===== src/rtl/permutation_arbiter.sv =====
// Round-robin sequencer sharing one permutation controller among NREQ clients; Moore outputs, 2-cycle req->start.
// Clients hold req until done; optional watchdog abort when PERM_ARB_TIMEOUT_EN is defined.
module permutation_arbiter #(
    parameter int NREQ = 4,
    parameter int IDXW = 2
`ifdef PERM_ARB_TIMEOUT_EN
    ,
    parameter int TO_CYC = 255
`endif
) (
    input  logic            clk,
    input  logic            rst,
    input  logic [NREQ-1:0] req,
    input  logic            permReady,
    output logic            permStart,
    output logic [NREQ-1:0] grant,
    output logic [IDXW-1:0] selIdx,
    output logic [NREQ-1:0] done,
    output logic            busy,
    output logic            err
);

    typedef enum logic [2:0] {
        S_IDLE,
        S_GRANT,
        S_START,
        S_WLOW,
        S_WHIGH,
        S_DONE,
        S_ABORT
    } state_t;

    state_t          state_q, state_d;
    logic [IDXW-1:0] rr_q, rr_d;
    logic [IDXW-1:0] owner_q, owner_d;

    logic [NREQ-1:0] req_rot;
    logic [IDXW-1:0] win_off;
    logic [IDXW:0]   win_sum;
    logic [IDXW-1:0] win;
    logic            win_vld;
    logic [IDXW-1:0] owner_nxt;
    logic [NREQ-1:0] owner_oh;
    logic            in_run;
    logic            timeout;

    // Rotate requests so bit 0 is the client at rrPtr, then take the lowest set bit.
    always_comb begin
        req_rot = NREQ'({req, req} >> rr_q);
        win_off = '0;
        win_vld = 1'b0;
        for (int i = 0; i < NREQ; i++) begin
            if (!win_vld && req_rot[i]) begin
                win_off = IDXW'(i);
                win_vld = 1'b1;
            end
        end
        win_sum = {1'b0, rr_q} + {1'b0, win_off};
        win     = (win_sum >= (IDXW+1)'(NREQ)) ? IDXW'(win_sum - (IDXW+1)'(NREQ))
                                               : win_sum[IDXW-1:0];
    end

    assign owner_nxt = (owner_q == IDXW'(NREQ - 1)) ? '0 : owner_q + 1'b1;
    assign owner_oh  = NREQ'(1) << owner_q;

`ifdef PERM_ARB_TIMEOUT_EN
    localparam int CW = ($clog2(TO_CYC + 1) > 8) ? $clog2(TO_CYC + 1) : 8;
    logic [CW-1:0] cnt_q, cnt_d;

    always_comb begin
        cnt_d = cnt_q;
        if (state_q == S_START) begin
            cnt_d = '0;
        end else if (state_q == S_WLOW || state_q == S_WHIGH) begin
            cnt_d = cnt_q + 1'b1;
        end
    end

    assign timeout = (cnt_q == CW'(TO_CYC - 1));

    always_ff @(posedge clk) begin
        if (rst) begin
            cnt_q <= '0;
        end else begin
            cnt_q <= cnt_d;
        end
    end
`else
    assign timeout = 1'b0;
`endif

    always_comb begin
        state_d = state_q;
        rr_d    = rr_q;
        owner_d = owner_q;
        case (state_q)
            S_IDLE: begin
                if (win_vld && permReady) begin
                    owner_d = win;
                    state_d = S_GRANT;
                end
            end
            S_GRANT: state_d = S_START;
            S_START: state_d = S_WLOW;
            // A normal exit wins over a watchdog expiry landing on the same cycle.
            S_WLOW: begin
                if (!permReady) state_d = S_WHIGH;
                else if (timeout) state_d = S_ABORT;
            end
            S_WHIGH: begin
                if (permReady) state_d = S_DONE;
                else if (timeout) state_d = S_ABORT;
            end
            S_DONE, S_ABORT: begin
                rr_d    = owner_nxt;
                state_d = S_IDLE;
            end
            default: state_d = S_IDLE;
        endcase
    end

    always_ff @(posedge clk) begin
        if (rst) begin
            state_q <= S_IDLE;
            rr_q    <= '0;
            owner_q <= '0;
        end else begin
            state_q <= state_d;
            rr_q    <= rr_d;
            owner_q <= owner_d;
        end
    end

    assign in_run    = (state_q == S_GRANT) || (state_q == S_START) || (state_q == S_WLOW) ||
                       (state_q == S_WHIGH) || (state_q == S_DONE);
    assign permStart = (state_q == S_START);
    assign grant     = in_run ? owner_oh : '0;
    assign selIdx    = in_run ? owner_q : '0;
    assign done      = (state_q == S_DONE) ? owner_oh : '0;
    assign busy      = (state_q != S_IDLE);
`ifdef PERM_ARB_TIMEOUT_EN
    assign err       = (state_q == S_ABORT);
`else
    assign err       = 1'b0;
`endif

endmodule


===== config.mk =====
export PLATFORM = sky130hd
export DESIGN_NAME = permutation_arbiter
export DESIGN_NICKNAME = d
export VERILOG_FILES = /design/src/rtl/permutation_arbiter.sv
export SDC_FILE = /design/constraint.sdc
export NUM_CORES = 1
export LEC_CHECK = 0
export BUFFER_PORTS_ARGS = -buffer_cell sky130_fd_sc_hd__buf_2
export CAP_MARGIN = 20
export CORE_AREA = 4 4 41 43
export CTS_BUF_LIST = sky130_fd_sc_hd__clkbuf_4
export CTS_CLUSTER_SIZE = 28
export DETAILED_ROUTE_END_ITERATION = 8
export DIE_AREA = 0 0 45 47
export GPL_TIMING_DRIVEN = 0
export PLACE_DENSITY = 0.74
export SYNTH_ARGS = -nofsm -noshare
export SYNTH_HDL_FRONTEND = slang
export SYNTH_SLANG_ARGS = --single-unit

===== constraint.sdc =====
create_clock -name clk -period 2.2 [get_ports clk]
set_clock_uncertainty 0.05 [all_clocks]
set_input_delay 0.44 -clock clk [delete_from_list [all_inputs] [get_ports clk]]
set_output_delay 0.44 -clock clk [all_outputs]
set_load 0.01 [all_outputs]

==> reports/results.env, run 1 <==
WORST-SETUP-PATH-TYPE='reg -> reg'
NUMBER_OF_VIAS_PER_CELL_AFTER_DETAILED_ROUTING=5.29
GRT.TOTAL_USAGE_PCT=14.0
FLOORPLAN.INITIALDENSITY_PCT=48.6
POST_CTS_RESIZED=0
CLOCK_PATH_BUFFERS=2
DPL.HPWL_UM=1050
SYNTHESIS.AREA_PER_INSTANCE_UM2=7.52
NET_COUNT_SYNTH=96
CRITPATHLAUNCH='rr_q[0]'
WORST-PATH-MAX-FANOUT=9
PLACE_INST=117
FINALINSTANCEAREA_UM2=776
VIAS_IN_THE_FIRST_GLOBAL_ROUTE=518
FINALSETUPTNS_NS=0
CTSHOLDBUFFERS=0
FIRSTDRTPASSITERS=5
CRITICAL-PATH-SLOWEST-CELL='a221o_2'
LEADING_CELL_TYPES_IN_THE_LAYOUT_FILL_AND_TAPS_EXCLUDED='buf_2, nor2_1, and2_1'
GLOBAL_ROUTE_WIRE_LENGTH_BEFORE_REPAIR_UM=2190
FLOORPLAN.DIE_AREA_UM2=2120
SYNTHDISTINCTLIBCELLS=28
AREAGROWTHSYNTHTOFINISH_PCT=22.8
DESIGN.PORTCOUNT=20
NNETSFINAL=119
CLKSLEWWORSTSETUPHOLDPATHS_NS=0.06
ROUTED_WIRE_LENGTH_PER_INSTANCE_UM=10.8
CLOCK.FMAX_GHz=0.479
COMB_POWER_SHARE_PCT=29.6
SYN-CELL-AREA_UM2=632
POSTCTS_SETUP_BUFS=0
CTS.HTREE.LEVELS=1
SYNTH_CELLS=84
DETAILEDPLACE.WORSTSLACK_NS=0.0114
PEAKVDDDROP_mV=0.241
CLOCK-ROOT-BUFFER='clkbuf_4'
GLOBALPLACE.CONGESTION=0.776
WORSTSETUPENDPOINTTYPE='register'
POWER_SWITCHING_SHARE_PCT=32.8
RUN_STATUS='completed'
YS_SEQ_AREA_SHARE_PCT=22.2
TRITONCTS.NUM_BUFFERS=3
HP-START='rst'
MAX_STAGE_DELAY_NS=0.38
P_INT_mW=0.252
CLOCK_LATENCY_OF_THE_LATER_CLOCKED_REGISTER_IN_THE_WORST_SKEW_PAIR_NS=0.26
FINAL_MAX_SLEW_VIOLS=0
DETAILED_ROUTE_VIA_COUNT=640
POST-ROUTE-UTIL_PCT=59.6
CP_DATA_REQUIRED_TIME_NS=2.29
DRT_DRC_VIOLATIONS_LEFT=0
DIE_WIDTH_UM=45
PERIOD_MINUS_SLACK_NS=2.09
RR_STARTPOINT='rr_q[0]'
DRIVE_GT1_SHARE_PCT=30.2
MAX_CAP_VIOL_COUNT=0
TRITONCTS='built'
HP-CLASS='in -> reg'
FINAL-SETUP-VIOL-COUNT=0
DRT_FIRST_ITER_VIOLATIONS=12
GRT_ANTENNA_BEFORE_REPAIR=0
PWR_PER_CELL_AREA_nW_PER_UM2=483
CLOCK_SINK_COUNT=7
INSERTEDDIODECOUNT=0
GRT_SETUP_UNREPAIRED='false'
CRIT_PATH_START_KIND='register'
LAYOUT.CELLS.MOST_COMMON='buf_2'
DRT-TOTAL-WL_UM=1310
ROWS=13
GRT.OVERFLOW.TOTAL=0
CP_CELL_SEQUENCE='buf_6, nor2_1, a221o_2, a221o_1, ha_1, xor2_1, nor4b_1, nor3b_1'
SEQUENTIALPOWERSHARE_PCT=38.8
LEAKAGE_nW=0.385
P_CLK_SHARE_PCT=31.7
TIMING_HOLD_VIOLATIONS_FINAL=0
PORT_BUFFERS=18
POST_DP_CELL_AREA_UM2=741
DIE_HEIGHT_UM=47
FINALCRITPERIODSHARE_PCT=94.9
YOSYSWARNINGS=0
FINAL_ANTENNA_NET_COUNT=0
FIN_CELLS=121
CORE_REGION_AREA_UM2=1300
GRT_START_MAX_NET_PINS=11
NETSWITCHINGPOWER_mW=0.123
FIN_WS_NS=0.113
SYNTH.FF_LATCH_COUNT=7
CP.ARRIVAL_NS=2.18
per-stage QoR:
stage | power (mW) | hold slack, ns
2_1_floorplan | 0.219 | 0.459
3_3_place_gp | 0.255 | 0.513
3_5_place_dp | 0.259 | 0.517
4_1_cts | 0.383 | 0.369
5_1_grt | 0.406 | 0.375
6_report | 0.374 | 0.366
worst max-delay path: cells and delay by family, from the launching register on:
family	cells	cell delay, ns
buffers and inverters	1	0.13
flip-flops	1	0.34
XOR/XNOR	1	0.15
AO/OA/AOI/OAI	2	0.71
adder cells (fa/ha/maj)	1	0.19
AND/OR/NAND/NOR	3	0.41
flip-flops by register name (all words and copies together) (netlist names):
name	cells
owner_q	2
rr_q	2
state_q	3
synthesized netlist by cell type:
cell       instances  area, µm²
nor2b_1            2       12.5
o21bai_1           1       7.51
mux2i_1            2       20.0
or3_1              1       6.26
xor2_1             2       17.5
a21oi_1            6       30.0
nor4b_1            1       8.76
buf_4              1       7.51
or4b_1             1       10.0
dfxtp_1            7        140
and3_2             1       7.51
a2111oi_0          1       8.76
inv_1              4       15.0
ha_1               5       62.6
nand2_1            8       30.0
buf_2              2       10.0
nor2_2             1       6.26
nor3b_1            2       15.0
clkbuf_8           1       13.8
nor4_1             1       6.26
nor3_1             1       5.00
a221o_2            1       11.3
and2_1            10       62.6
nor2_1            13       48.8
a221o_1            1       10.0
nor3_2             1       10.0
conb_1             1       3.75
o211ai_1           6       45.0
path summary, 6_finish.rpt:
path | endpoint | slack (ns) | depth (start not counted)
worst min register to register | state_q[1] | 0.54 | 2
worst max register to register | owner_q[1] | 0.11 | 8
worst max-delay path | owner_q[1] | 0.11 | 8
worst min-delay path | rr_q[0] | 0.37 | 2
per-layer routing:
| metal | vias to the layer above | track usage [%] | wire length (µm) |
|---|---|---|---|
| met5 | - | 0 | 0 |
| met2 | 25 | 21.2 | 584 |
| met4 | 0 | 7.02 | 8 |
| li1 | 337 | - | - |
| met1 | 276 | 18.6 | 612 |
| met3 | 2 | 3.45 | 100 |
logic make-up (layout without fill, tap and decap cells):
logic type | Yosys count | in the layout | share of synthesized area [%]
buffers and inverters | 8 | 30 | 7.33
flip-flops | 7 | 7 | 22.2
XOR/XNOR | 2 | 2 | 2.77
AND/OR/NAND/NOR | 43 | 43 | 36.2
adder cells (fa/ha/maj) | 5 | 5 | 9.90
AO/OA/AOI/OAI | 16 | 16 | 17.8
multiplexers | 2 | 2 | 3.17
other | 1 | 1 | 0.593
power by group through the flow:
stage / clock network [mW] / logic, mW / registers [mW]
6_report: 0.119 / 0.111 / 0.145
5_1_grt: 0.132 / 0.127 / 0.147
4_1_cts: 0.126 / 0.112 / 0.145
3_5_place_dp: 0 / 0.112 / 0.148
3_3_place_gp: 0 / 0.107 / 0.148
2_1_floorplan: 0 / 0.0737 / 0.146
layout make-up:
class	instances	area [µm²]
clock buffers	3	22.5
repair buffers	18	90.1
fillers	135	526
multi-input cells	69	445
plain buffers	4	37.5
inverters	4	15.0
clock inverters	1	5.00
flip-flops and latches	7	141
well taps	15	18.8
Note: power is estimated with default switching activity, not from simulation.
==> inputs of run 2 (changes only) <==
Settings changed: RECOVER_POWER set to 100.
==> run 2 against run 1 <==
Global-route usage stayed put. Sequential power barely moved. Clock power is essentially flat. Combinational power is essentially flat. Utilization down 1.1 points. Non-clock buffer count unchanged. Register-to-register slack hardly changed. Worst hold slack better by 0.0014 ns. Die area unchanged. Critical path type unchanged.
==> reports/results.env, run 2 (synthesized netlist as in run 1, its figures left out) <==
FINAL_MAX_SLEW_VIOLS=0
P_CLK_SHARE_PCT=31.8
TRITONCTS='built'
PLACE_INST=117
FINAL_ANTENNA_NET_COUNT=0
WORSTSETUPENDPOINTTYPE='register'
COMB_POWER_SHARE_PCT=29.1
GRT_START_MAX_NET_PINS=11
CRITICAL-PATH-SLOWEST-CELL='a221o_2'
LAYOUT.CELLS.MOST_COMMON='nor2_1'
VIAS_IN_THE_FIRST_GLOBAL_ROUTE=518
CP.ARRIVAL_NS=2.18
INSERTEDDIODECOUNT=0
CLOCK.FMAX_GHz=0.479
FINALSETUPTNS_NS=0
FINAL-SETUP-VIOL-COUNT=0
MAX_CAP_VIOL_COUNT=0
PWR_PER_CELL_AREA_nW_PER_UM2=487
CP_DATA_REQUIRED_TIME_NS=2.29
GRT.TOTAL_USAGE_PCT=14.0
MAX_REG_FLOPS=3
CLOCK-ROOT-BUFFER='clkbuf_4'
RUN_STATUS='completed'
FIN_HOLD_WS_NS=0.367
WP_BUF_INV=1
NNETSFINAL=119
PEAKVDDDROP_mV=0.242
CTS.HTREE.LEVELS=1
CP_CELL_SEQUENCE='buf_6, nor2_1, a221o_2, a221o_1, ha_1, xor2_1, nor4b_1, nor3b_1'
CLOCK_LATENCY_OF_THE_LATER_CLOCKED_REGISTER_IN_THE_WORST_SKEW_PAIR_NS=0.26
TIMING_HOLD_VIOLATIONS_FINAL=0
FIRSTDRTPASSITERS=5
P_INT_mW=0.249
SEQUENTIALPOWERSHARE_PCT=39.1
BIGGEST_REGISTERS_AFTER_LAYOUT='state_q x3, owner_q x2, rr_q x2'
WORST-SETUP-PATH-TYPE='reg -> reg'
DRIVE_GT1_SHARE_PCT=22.6
GRT_ANTENNA_BEFORE_REPAIR=0
CRITPATHTOPFAMILY='compound AO/OA/AOI/OAI gates'
FLOORPLAN.DIE_AREA_UM2=2120
GRT.OVERFLOW.TOTAL=0
CLOCK_PATH_BUFFERS=2
GRT_SETUP_UNREPAIRED='false'
LEAKAGE_nW=0.350
FIN_TOTAL_PWR_mW=0.371
PERIOD_MINUS_SLACK_NS=2.09
DRT_FIRST_ITER_VIOLATIONS=13
HP-CLASS='in -> reg'
DETAILED_ROUTE_VIA_COUNT=640
WORST-PATH-MAX-FANOUT=9
MAX_STAGE_DELAY_NS=0.38
GLOBAL_ROUTE_WIRE_LENGTH_BEFORE_REPAIR_UM=2190
POSTCTS_SETUP_BUFS=0
LEADING_CELL_TYPES_IN_THE_LAYOUT_FILL_AND_TAPS_EXCLUDED='nor2_1, buf_2, nand2_1'
CORE_REGION_AREA_UM2=1300
AREAGROWTHSYNTHTOFINISH_PCT=20.6
DIE_WIDTH_UM=45
CRIT_PATH_START_KIND='register'
FIN_CELLS=121
CLKSLEWWORSTSETUPHOLDPATHS_NS=0.06
ROWS=13
DESIGN.PORTCOUNT=20
NETSWITCHINGPOWER_mW=0.122
FINALCRITPERIODSHARE_PCT=94.9
ROUTED_WIRE_LENGTH_PER_INSTANCE_UM=10.9
FLOORPLAN.INITIALDENSITY_PCT=48.6
GLOBALPLACE.CONGESTION=0.776
POWER_SWITCHING_SHARE_PCT=32.9
TRITONCTS.NUM_BUFFERS=3
DPL.HPWL_UM=1050
DIE_HEIGHT_UM=47
DRT_DRC_VIOLATIONS_LEFT=0
NUMBER_OF_VIAS_PER_CELL_AFTER_DETAILED_ROUTING=5.29
CLOCK_SINK_COUNT=7
DRT-TOTAL-WL_UM=1320
PORT_BUFFERS=18
LARGEST-REGISTER='state_q'
POST-ROUTE-UTIL_PCT=58.6
==> run 2: changes by cell type in the layout (fill, tap and decap cells not counted), sizes merged <==
cell | previous run | this run
buf | 21 | 14
clkbuf | 4 | 11
==> run 2: worst paths after layout <==
path	to	cells past startpoint	from	slack, ns
worst max-delay path	owner_q[1]	8	rr_q[0]	0.11
worst min-delay path	rr_q[0]	2	rst	0.37
worst min register to register	state_q[1]	2	state_q[2]	0.53
worst max register to register	owner_q[1]	8	rr_q[0]	0.11
==> run 2: power by group through the flow <==
| stage | Clock [mW] | Sequential [mW] | Combinational [mW] |
|---|---|---|---|
| 3_5_place_dp | 0 | 0.148 | 0.112 |
| 4_1_cts | 0.126 | 0.145 | 0.112 |
| 6_report | 0.118 | 0.145 | 0.108 |
| 5_1_grt | 0.132 | 0.147 | 0.124 |
| 3_3_place_gp | 0 | 0.148 | 0.107 |
| 2_1_floorplan | 0 | 0.146 | 0.0737 |
==> run 2: area by class of cell <==
| class | count | area (µm²) |
|---|---|---|
| Fill cell | 143 | 539 |
| Multi-Input combinational cell | 69 | 440 |
| Sequential cell | 7 | 141 |
| Timing Repair Buffer | 18 | 81.3 |
| Buffer | 4 | 37.5 |
| Clock buffer | 3 | 22.5 |
| Tap cell | 15 | 18.8 |
| Inverter | 4 | 15.0 |
| Clock inverter | 1 | 5.00 |
==> run 2: worst reg2reg max path, stage by stage, from the launching register on <==
cell and delay, ns:
dfxtp_2 0.34, buf_6 0.13, nor2_1 0.05, a221o_2 0.38
a221o_1 0.33, ha_1 0.19, xor2_1 0.15, nor4b_1 0.28
nor3b_1 0.08
==> run 2: metrics by stage <==
stage                     cell area (µm²)  setup slack, ns
after floorplan                       632            0.196
after global placement                741           0.0206
after detailed placement              741           0.0114
after CTS                             768           0.0749
after global routing                  762           0.0176
final                                 762            0.113
==> run 2: repair_timing <==
action,CTS,global route
setup endpoints to repair,0,1
gates resized for setup,0,5
hold buffers,0,0
endpoints found under the hold margin,0,0
==> run 2: layer usage <==
layer	vias to the layer above	routed length, µm	track usage (%)
met5	-	0	0
met4	0	8	7.02
met1	275	616	18.6
met2	27	585	21.2
met3	2	104	3.45
li1	336	-	-
==> inputs of run 3 (changes only) <==
Settings changed: REMOVE_ABC_BUFFERS set to 1, SLEW_MARGIN set to 20.
==> run 3 against run 2 <==
Cell count is 3.3% lower. Sequential power is 5% higher. Clock-buffer cell count is 1 higher.
==> reports/results.env, run 3 (synthesized netlist as in run 1, its figures left out) <==
RUN_STATUS='completed'
GRT.OVERFLOW.TOTAL=0
FLOORPLAN.DIE_AREA_UM2=2120
PORT_BUFFERS=18
CP.ARRIVAL_NS=1.52
AREAGROWTHSYNTHTOFINISH_PCT=16.4
FINAL-SETUP-VIOL-COUNT=0
MULTI_INPUT_GATE_AREA_IN_THE_FINAL_LAYOUT_UM2=447
MAX_CAP_VIOL_COUNT=0
DRT_FIRST_ITER_VIOLATIONS=11
GLOBALPLACE.CONGESTION=0.728
DRT_DRC_VIOLATIONS_LEFT=0
LEADING_CELL_TYPES_IN_THE_LAYOUT_FILL_AND_TAPS_EXCLUDED='nor2_1, buf_2, nand2_1'
POSTCTS_SETUP_BUFS=0
CRIT_PATH_START_KIND='register'
USE_MET1_PCT=18.2
INSERTEDDIODECOUNT=0
GLOBAL_ROUTE_WIRE_LENGTH_BEFORE_REPAIR_UM=2400
ROWS=13
DETAILED_ROUTE_VIA_COUNT=612
GRT_SETUP_UNREPAIRED='false'
DIE_HEIGHT_UM=47
CP_DATA_REQUIRED_TIME_NS=1.71
POST_DP_CELL_AREA_UM2=709
FIRSTDRTPASSITERS=4
FLOORPLAN.INITIALDENSITY_PCT=48.6
DPL.HPWL_UM=1040
DESIGN.PORTCOUNT=20
LEAKAGE_nW=0.336
CLOCK_SINK_COUNT=7
FINAL_ANTENNA_NET_COUNT=0
MET3_GLOBAL_ROUTE_USAGE_PCT=6.90
TRITONCTS='built'
GRT_ANTENNA_BEFORE_REPAIR=0
FINALCRITPERIODSHARE_PCT=91.2
GR-USAGE-MET2_PCT=26.8
FINAL_MAX_SLEW_VIOLS=0
GRT.TOTAL_USAGE_PCT=15.5
CLKSLEWWORSTSETUPHOLDPATHS_NS=0.05
CLOCK.FMAX_GHz=0.499
TOP_USAGE_LAYER='met2'
CORE_REGION_AREA_UM2=1300
WORST-PATH-MAX-FANOUT=10
CLOCK_LATENCY_OF_THE_LATER_CLOCKED_REGISTER_IN_THE_WORST_SKEW_PAIR_NS=0.25
FINALSETUPTNS_NS=0
POST-ROUTE-UTIL_PCT=56.5
TIMING_HOLD_VIOLATIONS_FINAL=0
GRT_START_MAX_NET_PINS=11
DRT-TOTAL-WL_UM=1330
FIN_HOLD_WS_NS=0.384
CLOCK_PATH_BUFFERS=2
FINALINSTANCEAREA_UM2=736
BIGGEST_REGISTERS_AFTER_LAYOUT='state_q x3, owner_q x2, rr_q x2'
TRITONCTS.NUM_BUFFERS=3
VIAS_IN_THE_FIRST_GLOBAL_ROUTE=586
FIN_CELLS=117
HP-CLASS='in -> reg'
LARGEST-REGISTER='state_q'
WORSTSETUPENDPOINTTYPE='primary output'
NUMBER_OF_VIAS_PER_CELL_AFTER_DETAILED_ROUTING=5.23
PLACE_INST=113
FILL_CELLS=122
PWR_PER_CELL_AREA_nW_PER_UM2=515
PERIOD_MINUS_SLACK_NS=2.01
CTS.HTREE.LEVELS=1
ROUTED_WIRE_LENGTH_PER_INSTANCE_UM=11.3
MAX_REG_FLOPS=3
PEAKVDDDROP_mV=0.544
DIE_WIDTH_UM=45
NNETSFINAL=115
WORST-SETUP-PATH-TYPE='reg -> out'
CTSHOLDBUFFERS=0
DRIVE_GT1_SHARE_PCT=21.6
SEQUENTIAL_CELL_AREA_UM2=141
CLOCK-ROOT-BUFFER='clkbuf_4'
POST_CTS_RESIZED=0
[run 3: final cells by class]
cell class              count  share of cell area, %
repair buffers             18                   11.4
inverters                   4                   2.04
clock buffers               4                   4.08
flip-flops and latches      7                   19.2
well taps                  15                   2.55
multi-input cells          69                   60.7
[run 3: path summary, 6_finish.rpt]
path | from | end | slack [ns] | cells past startpoint
setup / recovery | state_q[1] | grant[0] | 0.19 | 4
hold / removal | rst | state_q[0] | 0.38 | 2
setup reg to reg | rr_q[0] | owner_q[1] | 0.19 | 7
hold reg to reg | rr_q[0] | rr_q[0] | 0.49 | 2
[run 3: critical path, stage by stage, from the launching register on]
cell      delay, ns
dfxtp_1        0.49
nor3_1         0.14
a21oi_1        0.31
and2_1         0.17
clkbuf_1       0.15
[run 3: stage by stage]
step           setup WS, ns  power [mW]
5_1_grt              0.0378       0.409
3_3_place_gp         0.0234       0.251
2_1_floorplan         0.204       0.215
3_5_place_dp        0.00939       0.255
4_1_cts              0.0546       0.386
6_report              0.194       0.379
[run 3: power by group]
| group | switching [mW] | leakage, nW | internal (mW) |
|---|---|---|---|
| sequential | 0.0159 | 0.0577 | 0.136 |
| combinational | 0.0544 | 0.260 | 0.0431 |
| clock | 0.0482 | 0.0184 | 0.0816 |
| total | 0.119 | 0.336 | 0.260 |
[run 3: per-layer routing]
layer  share of wire [%]  vias to the layer above
met5                   0                        -
met4                   0                        0
met3                 5.4                        0
met2                  50                       16
met1                  45                      270
li1                    -                      326
